<file path="src/rtl/multicycle_sequencer_pkg.sv">
// Shared encodings for the multi-cycle sequencer: FSM states, opcodes,
// ALU codes, PC source and register-file write-data selects.
package ctrl_pkg;

    // FSM state encoding; codes 6 and 7 are unused and recover to IDLE.
    typedef enum logic [2:0] {
        ST_IDLE   = 3'd0,
        ST_FETCH  = 3'd1,
        ST_DECODE = 3'd2,
        ST_EXEC   = 3'd3,
        ST_MEM    = 3'd4,
        ST_WB     = 3'd5
    } state_t;

    // Opcodes, taken from inst[7:4].
    localparam logic [3:0] OP_MOVE = 4'h0;
    localparam logic [3:0] OP_ADD  = 4'h1;
    localparam logic [3:0] OP_AND  = 4'h2;
    localparam logic [3:0] OP_NOT  = 4'h3;
    localparam logic [3:0] OP_NOR  = 4'h4;
    localparam logic [3:0] OP_SLT  = 4'h5;
    localparam logic [3:0] OP_SLL  = 4'h6;
    localparam logic [3:0] OP_SRL  = 4'h7;
    localparam logic [3:0] OP_J    = 4'h8;
    localparam logic [3:0] OP_JAL  = 4'h9;
    localparam logic [3:0] OP_LW   = 4'hA;
    localparam logic [3:0] OP_SW   = 4'hB;
    localparam logic [3:0] OP_BEQ  = 4'hC;
    localparam logic [3:0] OP_BNE  = 4'hD;
    localparam logic [3:0] OP_ADDI = 4'hE;
    localparam logic [3:0] OP_LI   = 4'hF;

    // ALU operation codes.
    localparam logic [3:0] ALU_ADD  = 4'b0000;
    localparam logic [3:0] ALU_AND  = 4'b0001;
    localparam logic [3:0] ALU_NOT  = 4'b0010;
    localparam logic [3:0] ALU_NOR  = 4'b0011;
    localparam logic [3:0] ALU_SLT  = 4'b0100;
    localparam logic [3:0] ALU_SLL  = 4'b0101;
    localparam logic [3:0] ALU_SRL  = 4'b0110;
    localparam logic [3:0] ALU_SUB  = 4'b0111;
    localparam logic [3:0] ALU_PASS = 4'b1000;

    // PC source select.
    localparam logic [1:0] PC_SEL_INC    = 2'b00;
    localparam logic [1:0] PC_SEL_BRANCH = 2'b01;
    localparam logic [1:0] PC_SEL_JUMP   = 2'b10;

    // Register-file write-data select.
    localparam logic [1:0] DMUX_ALU = 2'b00;
    localparam logic [1:0] DMUX_MEM = 2'b01;
    localparam logic [1:0] DMUX_PC1 = 2'b10;
    localparam logic [1:0] DMUX_IMM = 2'b11;

    // Instruction class: decides the path taken after EXEC.
    typedef enum logic [2:0] {
        CLS_WB    = 3'd0,   // register ops, addi, li: EXEC -> WB
        CLS_LOAD  = 3'd1,   // lw: EXEC -> MEM -> WB
        CLS_STORE = 3'd2,   // sw: EXEC -> MEM -> boundary
        CLS_JUMP  = 3'd3,   // j
        CLS_JAL   = 3'd4,   // jal
        CLS_BEQ   = 3'd5,
        CLS_BNE   = 3'd6
    } inst_class_t;

endpackage

</file>
<file path="src/rtl/multicycle_sequencer_op_decode.sv">
// Combinational opcode decode: ALU code, B-operand select, write-data
// select and instruction class for the sequencer FSM.
module op_decode
    import ctrl_pkg::*;
(
    input  logic [3:0]  i_op,
    output logic [3:0]  o_alu_control,
    output logic        o_alu_mux_select,
    output logic [1:0]  o_dmux,
    output inst_class_t o_cls
);

    // Map opcode to ALU setup, write-data source and control-flow class.
    always_comb begin
        // NOTE: every output gets a default before the case so no path leaves one unassigned (no latch).
        o_alu_control    = ALU_ADD;
        o_alu_mux_select = 1'b0;
        o_dmux           = DMUX_ALU;
        o_cls            = CLS_WB;
        case (i_op)
            OP_MOVE: o_alu_control = ALU_PASS;
            OP_ADD:  o_alu_control = ALU_ADD;
            OP_AND:  o_alu_control = ALU_AND;
            OP_NOT:  o_alu_control = ALU_NOT;
            OP_NOR:  o_alu_control = ALU_NOR;
            OP_SLT:  o_alu_control = ALU_SLT;
            OP_SLL: begin
                o_alu_control    = ALU_SLL;
                o_alu_mux_select = 1'b1;
            end
            OP_SRL: begin
                o_alu_control    = ALU_SRL;
                o_alu_mux_select = 1'b1;
            end
            OP_J:    o_cls = CLS_JUMP;
            OP_JAL: begin
                o_cls  = CLS_JAL;
                o_dmux = DMUX_PC1;
            end
            OP_LW: begin
                o_alu_mux_select = 1'b1;
                o_dmux           = DMUX_MEM;
                o_cls            = CLS_LOAD;
            end
            OP_SW: begin
                o_alu_mux_select = 1'b1;
                o_cls            = CLS_STORE;
            end
            OP_BEQ: begin
                o_alu_control = ALU_SUB;
                o_cls         = CLS_BEQ;
            end
            OP_BNE: begin
                o_alu_control = ALU_SUB;
                o_cls         = CLS_BNE;
            end
            OP_ADDI: o_alu_mux_select = 1'b1;
            OP_LI:   o_dmux = DMUX_IMM;
            default: ;
        endcase
    end

endmodule

</file>
<file path="src/rtl/multicycle_sequencer.sv">
// Multi-cycle control FSM: FETCH, DECODE, EXEC, MEM, WB for an 8-bit
// instruction datapath sharing one instruction/data memory port.
module multicycle_sequencer
    import ctrl_pkg::*;
(
    input  logic       clk,
    input  logic       reset_n,
    input  logic       start,
    input  logic       halt_req,
    input  logic [7:0] inst,
    input  logic       mem_ack,
    input  logic       alu_zero,
    output logic       mem_req,
    output logic       inst_mem_sel,
    output logic       data_mem_wren,
    output logic       ir_wren,
    output logic       pc_wren,
    output logic [1:0] pc_control,
    output logic [3:0] alu_control,
    output logic       alu_mux_select,
    output logic       reg_file_wren,
    output logic [1:0] reg_file_dmux_select,
    output logic       reg_file_rmux_select,
    output logic       busy,
    output logic [2:0] state
);

    state_t      r_state;
    state_t      w_next;
    state_t      w_boundary;
    logic [3:0]  r_op_q;
    logic [3:0]  w_alu_control;
    logic        w_alu_mux_select;
    logic [1:0]  w_dmux;
    inst_class_t w_cls;
    logic        w_unused;

    // Operand fields of the instruction are consumed by the datapath, not here.
    assign w_unused = ^inst[3:0];

    op_decode u_op_decode (
        .i_op             (r_op_q),
        .o_alu_control    (w_alu_control),
        .o_alu_mux_select (w_alu_mux_select),
        .o_dmux           (w_dmux),
        .o_cls            (w_cls)
    );

    // State register; async reset forces IDLE so every output drops at once.
    always_ff @(posedge clk or negedge reset_n) begin
        // NOTE: sequential state uses non-blocking assignments so all registers update from pre-edge values.
        if (!reset_n) r_state <= ST_IDLE;
        else          r_state <= w_next;
    end

    // Opcode register, captured together with the IR.
    always_ff @(posedge clk or negedge reset_n) begin
        if (!reset_n)     r_op_q <= 4'b0000;
        else if (ir_wren) r_op_q <= inst[7:4];
    end

    assign w_boundary = halt_req ? ST_IDLE : ST_FETCH;
    assign busy       = (r_state != ST_IDLE);
    assign state      = r_state;

    // Next-state and output decode from state and op_q; mem_ack/alu_zero act as Mealy inputs.
    always_comb begin
        w_next               = r_state;
        mem_req              = 1'b0;
        inst_mem_sel         = 1'b0;
        data_mem_wren        = 1'b0;
        ir_wren              = 1'b0;
        pc_wren              = 1'b0;
        pc_control           = PC_SEL_INC;
        alu_control          = ALU_ADD;
        alu_mux_select       = 1'b0;
        reg_file_wren        = 1'b0;
        reg_file_dmux_select = DMUX_ALU;
        reg_file_rmux_select = 1'b0;
        case (r_state)
            ST_IDLE: begin
                if (start) w_next = ST_FETCH;
            end
            ST_FETCH: begin
                mem_req      = 1'b1;
                inst_mem_sel = 1'b1;
                if (mem_ack) begin
                    ir_wren = 1'b1;
                    w_next  = ST_DECODE;
                end
            end
            ST_DECODE: w_next = ST_EXEC;
            ST_EXEC: begin
                alu_control    = w_alu_control;
                alu_mux_select = w_alu_mux_select;
                case (w_cls)
                    CLS_WB:    w_next = ST_WB;
                    CLS_LOAD,
                    CLS_STORE: w_next = ST_MEM;
                    CLS_JUMP: begin
                        pc_wren    = 1'b1;
                        pc_control = PC_SEL_JUMP;
                        w_next     = w_boundary;
                    end
                    CLS_JAL: begin
                        pc_wren              = 1'b1;
                        pc_control           = PC_SEL_JUMP;
                        reg_file_wren        = 1'b1;
                        reg_file_dmux_select = w_dmux;
                        reg_file_rmux_select = 1'b1;
                        w_next               = w_boundary;
                    end
                    CLS_BEQ: begin
                        pc_wren    = 1'b1;
                        pc_control = alu_zero ? PC_SEL_BRANCH : PC_SEL_INC;
                        w_next     = w_boundary;
                    end
                    CLS_BNE: begin
                        pc_wren    = 1'b1;
                        pc_control = alu_zero ? PC_SEL_INC : PC_SEL_BRANCH;
                        w_next     = w_boundary;
                    end
                    default: w_next = ST_IDLE;
                endcase
            end
            ST_MEM: begin
                mem_req        = 1'b1;
                alu_control    = w_alu_control;
                alu_mux_select = w_alu_mux_select;
                data_mem_wren  = (w_cls == CLS_STORE);
                if (mem_ack) begin
                    if (w_cls == CLS_STORE) begin
                        pc_wren = 1'b1;
                        w_next  = w_boundary;
                    end else begin
                        w_next  = ST_WB;
                    end
                end
            end
            ST_WB: begin
                alu_control          = w_alu_control;
                alu_mux_select       = w_alu_mux_select;
                reg_file_wren        = 1'b1;
                pc_wren              = 1'b1;
                reg_file_dmux_select = w_dmux;
                w_next               = w_boundary;
            end
            default: w_next = ST_IDLE;
        endcase
    end

endmodule

</file>
<file path="config.mk">
export PLATFORM = sky130hd
export DESIGN_NAME = multicycle_sequencer
export DESIGN_NICKNAME = d
export VERILOG_FILES = /design/src/rtl/multicycle_sequencer_pkg.sv /design/src/rtl/multicycle_sequencer_op_decode.sv /design/src/rtl/multicycle_sequencer.sv
export SDC_FILE = /design/constraint.sdc
export NUM_CORES = 1
export LEC_CHECK = 0
export ABC_AREA = 1
export CORE_MARGIN = 2
export CORE_UTILIZATION = 36
export CTS_CLUSTER_SIZE = 8
export DETAILED_ROUTE_END_ITERATION = 12
export PLACE_DENSITY = 0.74
export SLEW_MARGIN = 10
export SYNTH_ARGS = -nofsm -noshare
export SYNTH_HDL_FRONTEND = slang
export SYNTH_HIERARCHICAL = 1
export SYNTH_SLANG_ARGS = --single-unit
</file>
<file path="constraint.sdc">
create_clock -name clk -period 1.9 [get_ports clk]
set_clock_uncertainty 0.1 [all_clocks]
set_input_delay 0.57 -clock clk [delete_from_list [all_inputs] [get_ports clk]]
set_output_delay 0.57 -clock clk [all_outputs]
set_load 0.05 [all_outputs]
</file>
==> results.sh, run 1 <==
export IMPL_clock_sinks=7
export IMPL_ys_ff_latch=7
export IMPL_ys_warn_count=6
export IMPL_synth_edf_count=0
export IMPL_yosys_top_cells_count="nand2_1 (57), inv_1 (19), nor2_1 (17), nand3_1 (8), dfrtp_1 (7)"
export IMPL_die_x_um=48.32
export IMPL_rows=16
export IMPL_syn_inst=129
export IMPL_synth_most_common_cell="nand2_1"
export IMPL_avgSynthCellArea_sq_um=5.480
export IMPL_clockBufferDepth=2
export IMPL_htree_num_levels=1
export IMPL_synthTopCellsByArea="nand2_1 (30%), dfrtp_1 (25%), inv_1 (10%)"
export IMPL_stop_stage="global routing (5_1_grt)"
export IMPL_worst_ep_kind="primary output"
export IMPL_postGrtWorstEndpoint="reg_file_dmux_select[0]"
export IMPL_outcome="aborted with a tool error"
export IMPL_syn_area_sq_um=706.9
export IMPL_place_ws_ns=-0.3663
export IMPL_synth_top_area_share_pct=30.27
export IMPL_place_gp_congestion=0.8174
export IMPL_synth_nets=143
export IMPL_io_pins=34
export IMPL_synthArstFlopShare_pct=100.0
export IMPL_error="[ERROR DPL-0038] Utilization greater than 100%, impossible to legalize"
export IMPL_ys_seq_area_share_pct=24.78
export IMPL_cts_buffers_inserted=3
export IMPL_grt_max_degree=8
export IMPL_synth_ff_type="dfrtp_1"
export IMPL_cts_root_buf="clkbuf_4"
export IMPL_io_buffers=29
export IMPL_initial_core_util_pct=37.17
export IMPL_fp_dieH_um=48.32
export IMPL_synth_area_leader_cell="nand2_1"
export IMPL_synth_distinct_cells=17
export IMPL_dpl_hpwl_um=1842
[metrics by stage]
step / cells / hold slack [ns] / cell area, sq um
2_1_floorplan: 129 / 0.1744 / 837.1
3_3_place_gp: 206 / 0.4070 / 1515
3_5_place_dp: 206 / 0.4206 / 1515
4_1_cts: 228 / 0.4595 / 1792
[kinds of logic after synthesis]
kind of cell	after synthesis	share of synthesized area [%]
and+or+nand+nor	88	52.57
buffers and inverters	24	13.80
AOI/OAI and AO/OA	10	8.850
DFF	7	24.78
[what timing repair did]
item	4_1_cts
hold endpoints to repair	0
endpoints found under the setup margin	18
gates resized for setup	38
hold buffers	0
buffers inserted	18
pin swaps	16
==> run 2, diff against run 1 <==
Settings changed: CORE_AREA set to 2 2 63 65, CORE_MARGIN 2 to not set, CORE_UTILIZATION 36 to not set, CTS_CLUSTER_SIZE 8 to not set, DIE_AREA set to 0 0 65 67, PLACE_DENSITY 0.74 to not set, PLACE_DENSITY_LB_ADDON set to 0.15.
Clock period 1.9 ns to 2.5 ns, I/O delays scaled along.
==> run 2 against run 1 <==
Compared with the run above: synthesized cell count is the same; synthesized area unchanged; the flow now finishes, with violations (negative setup slack).
==> results.sh, run 2 <==
export IMPL_outcome="finished, violations left"
export IMPL_failed_checks="negative setup slack"
export IMPL_syn_area_sq_um=706.9
export IMPL_ir_drop_mv=0.7008
export IMPL_ys_warn_count=6
export IMPL_r2r_start="r_op_q[2]"
export IMPL_dp_cells=214
export IMPL_grt_max_degree=8
export IMPL_holdCritPathClass="reg2reg"
export IMPL_clockBufferDepth=2
export IMPL_yosys_top_cells_count="nand2_1 (57), inv_1 (19), nor2_1 (17), nand3_1 (8), dfrtp_1 (7)"
export IMPL_end_kind="primary output"
export IMPL_fin_ws_ns=-0.05124
export IMPL_maxCapViolations=0
export IMPL_synth_area_leader_cell="nand2_1"
export IMPL_synth_nets=143
export IMPL_core_area_sq_mm=0.003606
export IMPL_firstDrtPassIters=4
export IMPL_die_x_um=65
export IMPL_drt_total_wl_um=2240
export IMPL_max_stage_delay_ns=0.46
export IMPL_drt_iter0_markers=14
export IMPL_synth_distinct_cells=17
export IMPL_hold_viol_final=0
export IMPL_dr_total_vias=958
export IMPL_drcViolationCount=0
export IMPL_r2r_slack_ns=0.76
export IMPL_p_per_area_mw_per_mm2=1358
export IMPL_clock_sinks=7
export IMPL_fill_cells=371
export IMPL_layout_commonest_cell="nand2_1"
export IMPL_stdcell_count=229
export IMPL_synthArstFlopShare_pct=100.0
export IMPL_ff_latch_area_sq_um=180.2
export IMPL_drive_gt1_share_pct=43.65
export IMPL_io_buffers=29
export IMPL_finalCritPeriodShare_pct=102.0
export IMPL_grt_remaining_overflow=0
export IMPL_largest_register_ffs=4
export IMPL_worstSetupPathType="reg2out"
export IMPL_place_gp_congestion=0.7805
export IMPL_rsz0062_at_grt="yes"
export IMPL_fmax_mhz=392.0
export IMPL_syn_inst=129
export IMPL_critPathRequiredTime_ns=1.65
export IMPL_max_slew_margin_pct=66.79
export IMPL_cts_root_buf="clkbuf_8"
export IMPL_startpoint="r_op_q[2]"
export IMPL_final_antenna_net_count=0
export IMPL_htree_num_levels=1
export IMPL_io_pins=34
export IMPL_cts_buffers_inserted=3
export IMPL_post_drt_via_cell_ratio=4.183
export IMPL_dpl_hpwl_um=1663
export IMPL_final_cell_mix="nand2_1 (49), buf_4 (18), buf_12 (16), inv_1 (15)"
export IMPL_clk_pin_slew_worst_paths_ns=0.04
export IMPL_synthTopCellsByArea="nand2_1 (30%), dfrtp_1 (25%), inv_1 (10%)"
export IMPL_slew_violations=0
export IMPL_cts_tree="done"
export IMPL_largest_register="r_op_q"
export IMPL_avgSynthCellArea_sq_um=5.480
export IMPL_worstSkewPairLatency_ns=0.23
export IMPL_p_total_uw=2088
export IMPL_synth_most_common_cell="nand2_1"
export IMPL_fin_nets=196
export IMPL_fp_dieH_um=67
export IMPL_crit_fanout=5
export IMPL_cp_cell_sequence="nand2_2 > inv_1 > nand2_1 > nand2_4 > nor2_4 > nand2_2 > o21ai_4 > inv_2 > nor2_4 > buf_12"
export IMPL_worst_pin_slew_ns=0.4966
export IMPL_timing_final_crit_period_ns=2.551
export IMPL_wl_per_cell_um=9.782
export IMPL_antenna_cells=0
export IMPL_ys_seq_area_share_pct=24.78
export IMPL_synth_ff_type="dfrtp_1"
export IMPL_ys_ff_latch=7
export IMPL_crit_slowest_cell="dfrtp_2"
export IMPL_die_area_sq_mm=0.004355
export IMPL_grt_pass1_wl_um=3560
export IMPL_syn2layout_area_growth_pct=117.5
export IMPL_synth_top_area_share_pct=30.27
export IMPL_cp_start_kind="flop"
export IMPL_p_leak_uw=0.0007591
export IMPL_antenna_found_initial=0
export IMPL_rows=22
export IMPL_track_usage_pct=10.27
export IMPL_grt_pass1_vias=879
export IMPL_finalSetupViolCount=4
export IMPL_fin_tns_setup_ns=-0.1532
export IMPL_hp_start="state[2]"
export IMPL_multi_input_area_sq_um=553.0
export IMPL_synth_edf_count=0
export IMPL_worstPathArrival_ns=1.70
export IMPL_initial_core_util_pct=19.60
==> run 2: per-stage QoR <==
step           area (sq um)  hold WS (ns)  setup WS (ns)  utilization, %
5_1_grt                1538        0.4848        -0.1668           42.64
4_1_cts                1461        0.4531       -0.07293           40.53
3_3_place_gp           1344        0.4449       -0.08888           37.27
3_5_place_dp           1344        0.4515       -0.09916           37.27
6_report               1538        0.4596       -0.05124           42.64
2_1_floorplan         779.5        0.3544        -0.1008               -
==> run 2: layer usage <==
metal | up-vias | track usage (%) | share of wire (%)
met1 | 436 | 10.64 | 39
met3 | 4 | 3.041 | 5.0
met5 | - | 0 | 0
li1 | 494 | - | -
met4 | 0 | 2.394 | 0.76
met2 | 24 | 20.10 | 55
==> run 2: cell type report <==
class                           count  area share [%]
Clock buffer                        4           2.929
Inverter                           23           5.940
Multi-Input combinational cell     98           35.96
Sequential cell                     7           11.72
Tap cell                           48           3.906
Timing Repair Buffer               49           39.54
==> run 2: final timing paths <==
kind / endpoint / cells past startpoint
max: reg_file_dmux_select[0] / 10
min: state[1] / 1
max reg2reg: state[0] / 11
min reg2reg: state[1] / 1
max in group asynchronous: state[2] / 1
min in group asynchronous: r_op_q[3] / 1
==> run 2: cells by family after synthesis <==
kind of cell    after synthesis  share of synthesized area (%)
simple gates                 88                          52.57
buf+inv                      24                          13.80
compound gates               10                          8.850
flops                         7                          24.78
==> run 2: what timing repair did <==
item / CTS / global route
hold buffers: 0 / 0
setup buffers: 5 / 6
pin swaps: 9 / 5
gates resized for setup: 14 / 10
endpoints found under the setup margin: 8 / 13
==> run 2: critical path, delay by kind of cell (launching register included) <==
family                 cells  cell delay (ns)
AOI/OAI and AO/OA          1             0.15
buffers and inverters      3             0.29
DFF                        1             0.46
and+or+nand+nor            6             0.58
==> run 2: report_power, final <==
part | internal (uW) | leakage [uW] | switching (uW)
clock | 110 | 0.0000228 | 49.5
sequential | 174 | 0.0000830 | 99.1
combinational | 693 | 0.000653 | 962
No activity file was read; power rests on OpenSTA's default activity.
==> run 3, diff against run 2 <==
--- a/constraint.sdc
+++ b/constraint.sdc
@@ -4,2 +4,2 @@
 set_output_delay 0.75 -clock clk [all_outputs]
-set_load 0.05 [all_outputs]
+set_load 0.1 [all_outputs]
==> run 3 against run 2 <==
Compared with the run above: the run still ends with negative setup slack left; count of clock-buffer cells in the layout stayed put; via count is 3.7% higher; flip-flop and latch count stayed put; sequential share of layout area is 0.48 points lower; wire length is 9.6% higher; maximum frequency is 1.0% lower; critical path depth is 2 lower; worst hold slack better by 0.049 ns; first-iteration DRC count is 29% lower; register-to-register slack better by 0.05 ns; cell count is 3.1% higher; design area is 10% higher; largest cell class unchanged; highest routed layer unchanged.
==> results.sh, run 3 (synthesis results as in run 2) <==
export IMPL_fmax_mhz=388.0
export IMPL_place_ws_ns=-0.1555
export IMPL_fp_dieH_um=67
export IMPL_met2_length_um=1367
export IMPL_timing_final_crit_period_ns=2.577
export IMPL_worstSetupPathType="reg2out"
export IMPL_worstPathArrival_ns=1.73
export IMPL_core_area_sq_mm=0.003606
export IMPL_drive_gt1_share_pct=57.98
export IMPL_post_drt_via_cell_ratio=4.208
export IMPL_grt_pass1_wl_um=4222
export IMPL_wl_per_cell_um=10.40
export IMPL_hold_viol_final=0
export IMPL_htree_num_levels=1
export IMPL_drt_total_wl_um=2454
export IMPL_syn2layout_area_growth_pct=139.5
export IMPL_fin_tns_setup_ns=-0.3567
export IMPL_grt_remaining_overflow=0
export IMPL_largest_register_ffs=4
export IMPL_worst_pin_slew_ns=0.3161
export IMPL_rsz0062_at_grt="yes"
export IMPL_io_pins=34
export IMPL_drt_iter0_markers=10
export IMPL_final_cell_mix="nand2_1 (42), buf_4 (28), buf_12 (17), nand2_2 (13), nor2_1 (9)"
export IMPL_largest_register="r_op_q"
export IMPL_cp_start_kind="flop"
export IMPL_layout_commonest_cell="nand2_1"
export IMPL_firstDrtPassIters=4
export IMPL_failed_checks="negative setup slack"
export IMPL_holdWs_ns=0.5087
export IMPL_critPathTopFamily="simple AND/OR/NAND/NOR gates"
export IMPL_fill_cells=349
export IMPL_track_usage_pct=12.34
export IMPL_max_slew_margin_pct=78.86
export IMPL_cp_cell_sequence="inv_4 > nand2_4 > nand2_2 > nand2_2 > nand2_4 > o21a_1 > nor4_4 > buf_12"
export IMPL_critPathRequiredTime_ns=1.65
export IMPL_cts_buffers_inserted=3
export IMPL_max_stage_delay_ns=0.48
export IMPL_die_x_um=65
export IMPL_dr_total_vias=993
export IMPL_initial_core_util_pct=19.60
export IMPL_holdCritPathClass="reg2reg"
export IMPL_worstSkewPairLatency_ns=0.23
export IMPL_place_gp_congestion=0.7801
export IMPL_routed_top_layer="met4"
export IMPL_fin_nets=203
export IMPL_cts_root_buf="clkbuf_8"
export IMPL_drt_met1_wl_um=901
export IMPL_clock_sinks=7
export IMPL_dpl_hpwl_um=1747
export IMPL_slew_violations=0
export IMPL_antenna_cells=0
export IMPL_fin_ws_ns=-0.07716
export IMPL_finalCritPeriodShare_pct=103.1
export IMPL_grt_max_degree=8
export IMPL_outcome="finished, violations left"
export IMPL_crit_fanout=6
export IMPL_final_antenna_net_count=0
export IMPL_finalSetupViolCount=7
export IMPL_worst_path_buf_inv=2
export IMPL_maxCapViolations=0
export IMPL_rows=22
export IMPL_grt_pass1_vias=1060
export IMPL_clockBufferDepth=2
export IMPL_io_buffers=29
export IMPL_antenna_found_initial=0
export IMPL_end_kind="primary output"
export IMPL_wl_met3_um=143
export IMPL_drcViolationCount=0
export IMPL_ctsHoldBuffers=0
export IMPL_cts_tree="done"
export IMPL_crit_slowest_cell="dfrtp_2"
export IMPL_die_area_sq_mm=0.004355
export IMPL_clk_pin_slew_worst_paths_ns=0.04
run 3: cell types whose count changed in the layout (fill, tap and decap cells not counted), sizes merged:
cell / before / now
buf: 37 / 47
clkdlybuf4s50: 11 / 7
clkinvlp: 0 / 6
dlymetal6s2s: 0 / 1
inv: 23 / 17
run 3: stage by stage:
stage | std cells | cell area, sq um | utilization, %
floorplan | 129 | 827.0 | -
global placement | 219 | 1434 | 39.76
detailed placement | 219 | 1434 | 39.76
finish | 236 | 1693 | 46.95
CTS | 234 | 1630 | 45.21
global route | 236 | 1693 | 46.95
run 3: layer usage:
layer  track usage, %  vias up
li1                 -      512
met5                0        -
met1            11.65      451
met3            4.054        4
met2            25.13       26
met4            3.191        0
run 3: what timing repair did:
action,in CTS,in global routing
buffers inserted,11,2
pin swaps,11,5
resized for setup,25,14
endpoints found under the hold margin,0,0
setup endpoints to repair,14,14
run 3: area by class of cell:
type / instances / area [sq um] / share of cell area [%]
Timing Repair Buffer: 56 / 664.4 / 39.25
Clock buffer: 4 / 45.04 / 2.661
Sequential cell: 7 / 190.2 / 11.23
Tap cell: 48 / 60.06 / 3.548
Inverter: 23 / 113.9 / 6.726
Multi-Input combinational cell: 98 / 619.3 / 36.59
run 3: final timing paths:
path                            from  slack (ns)            end  depth (start not counted)
min                         state[2]        0.51       state[1]                          1
max in group asynchronous    reset_n        1.35       state[2]                          1
min in group asynchronous    reset_n        0.68      r_op_q[0]                          1
min reg2reg                 state[2]        0.51       state[1]                          1
max                        r_op_q[1]       -0.08  pc_control[0]                          8
max reg2reg                 state[1]        0.81      r_op_q[2]                          9
Power of run 3 is left out: the tool's default activity adds up to more than one toggle a clock period on the data nets, which glitch-free logic cannot reach.
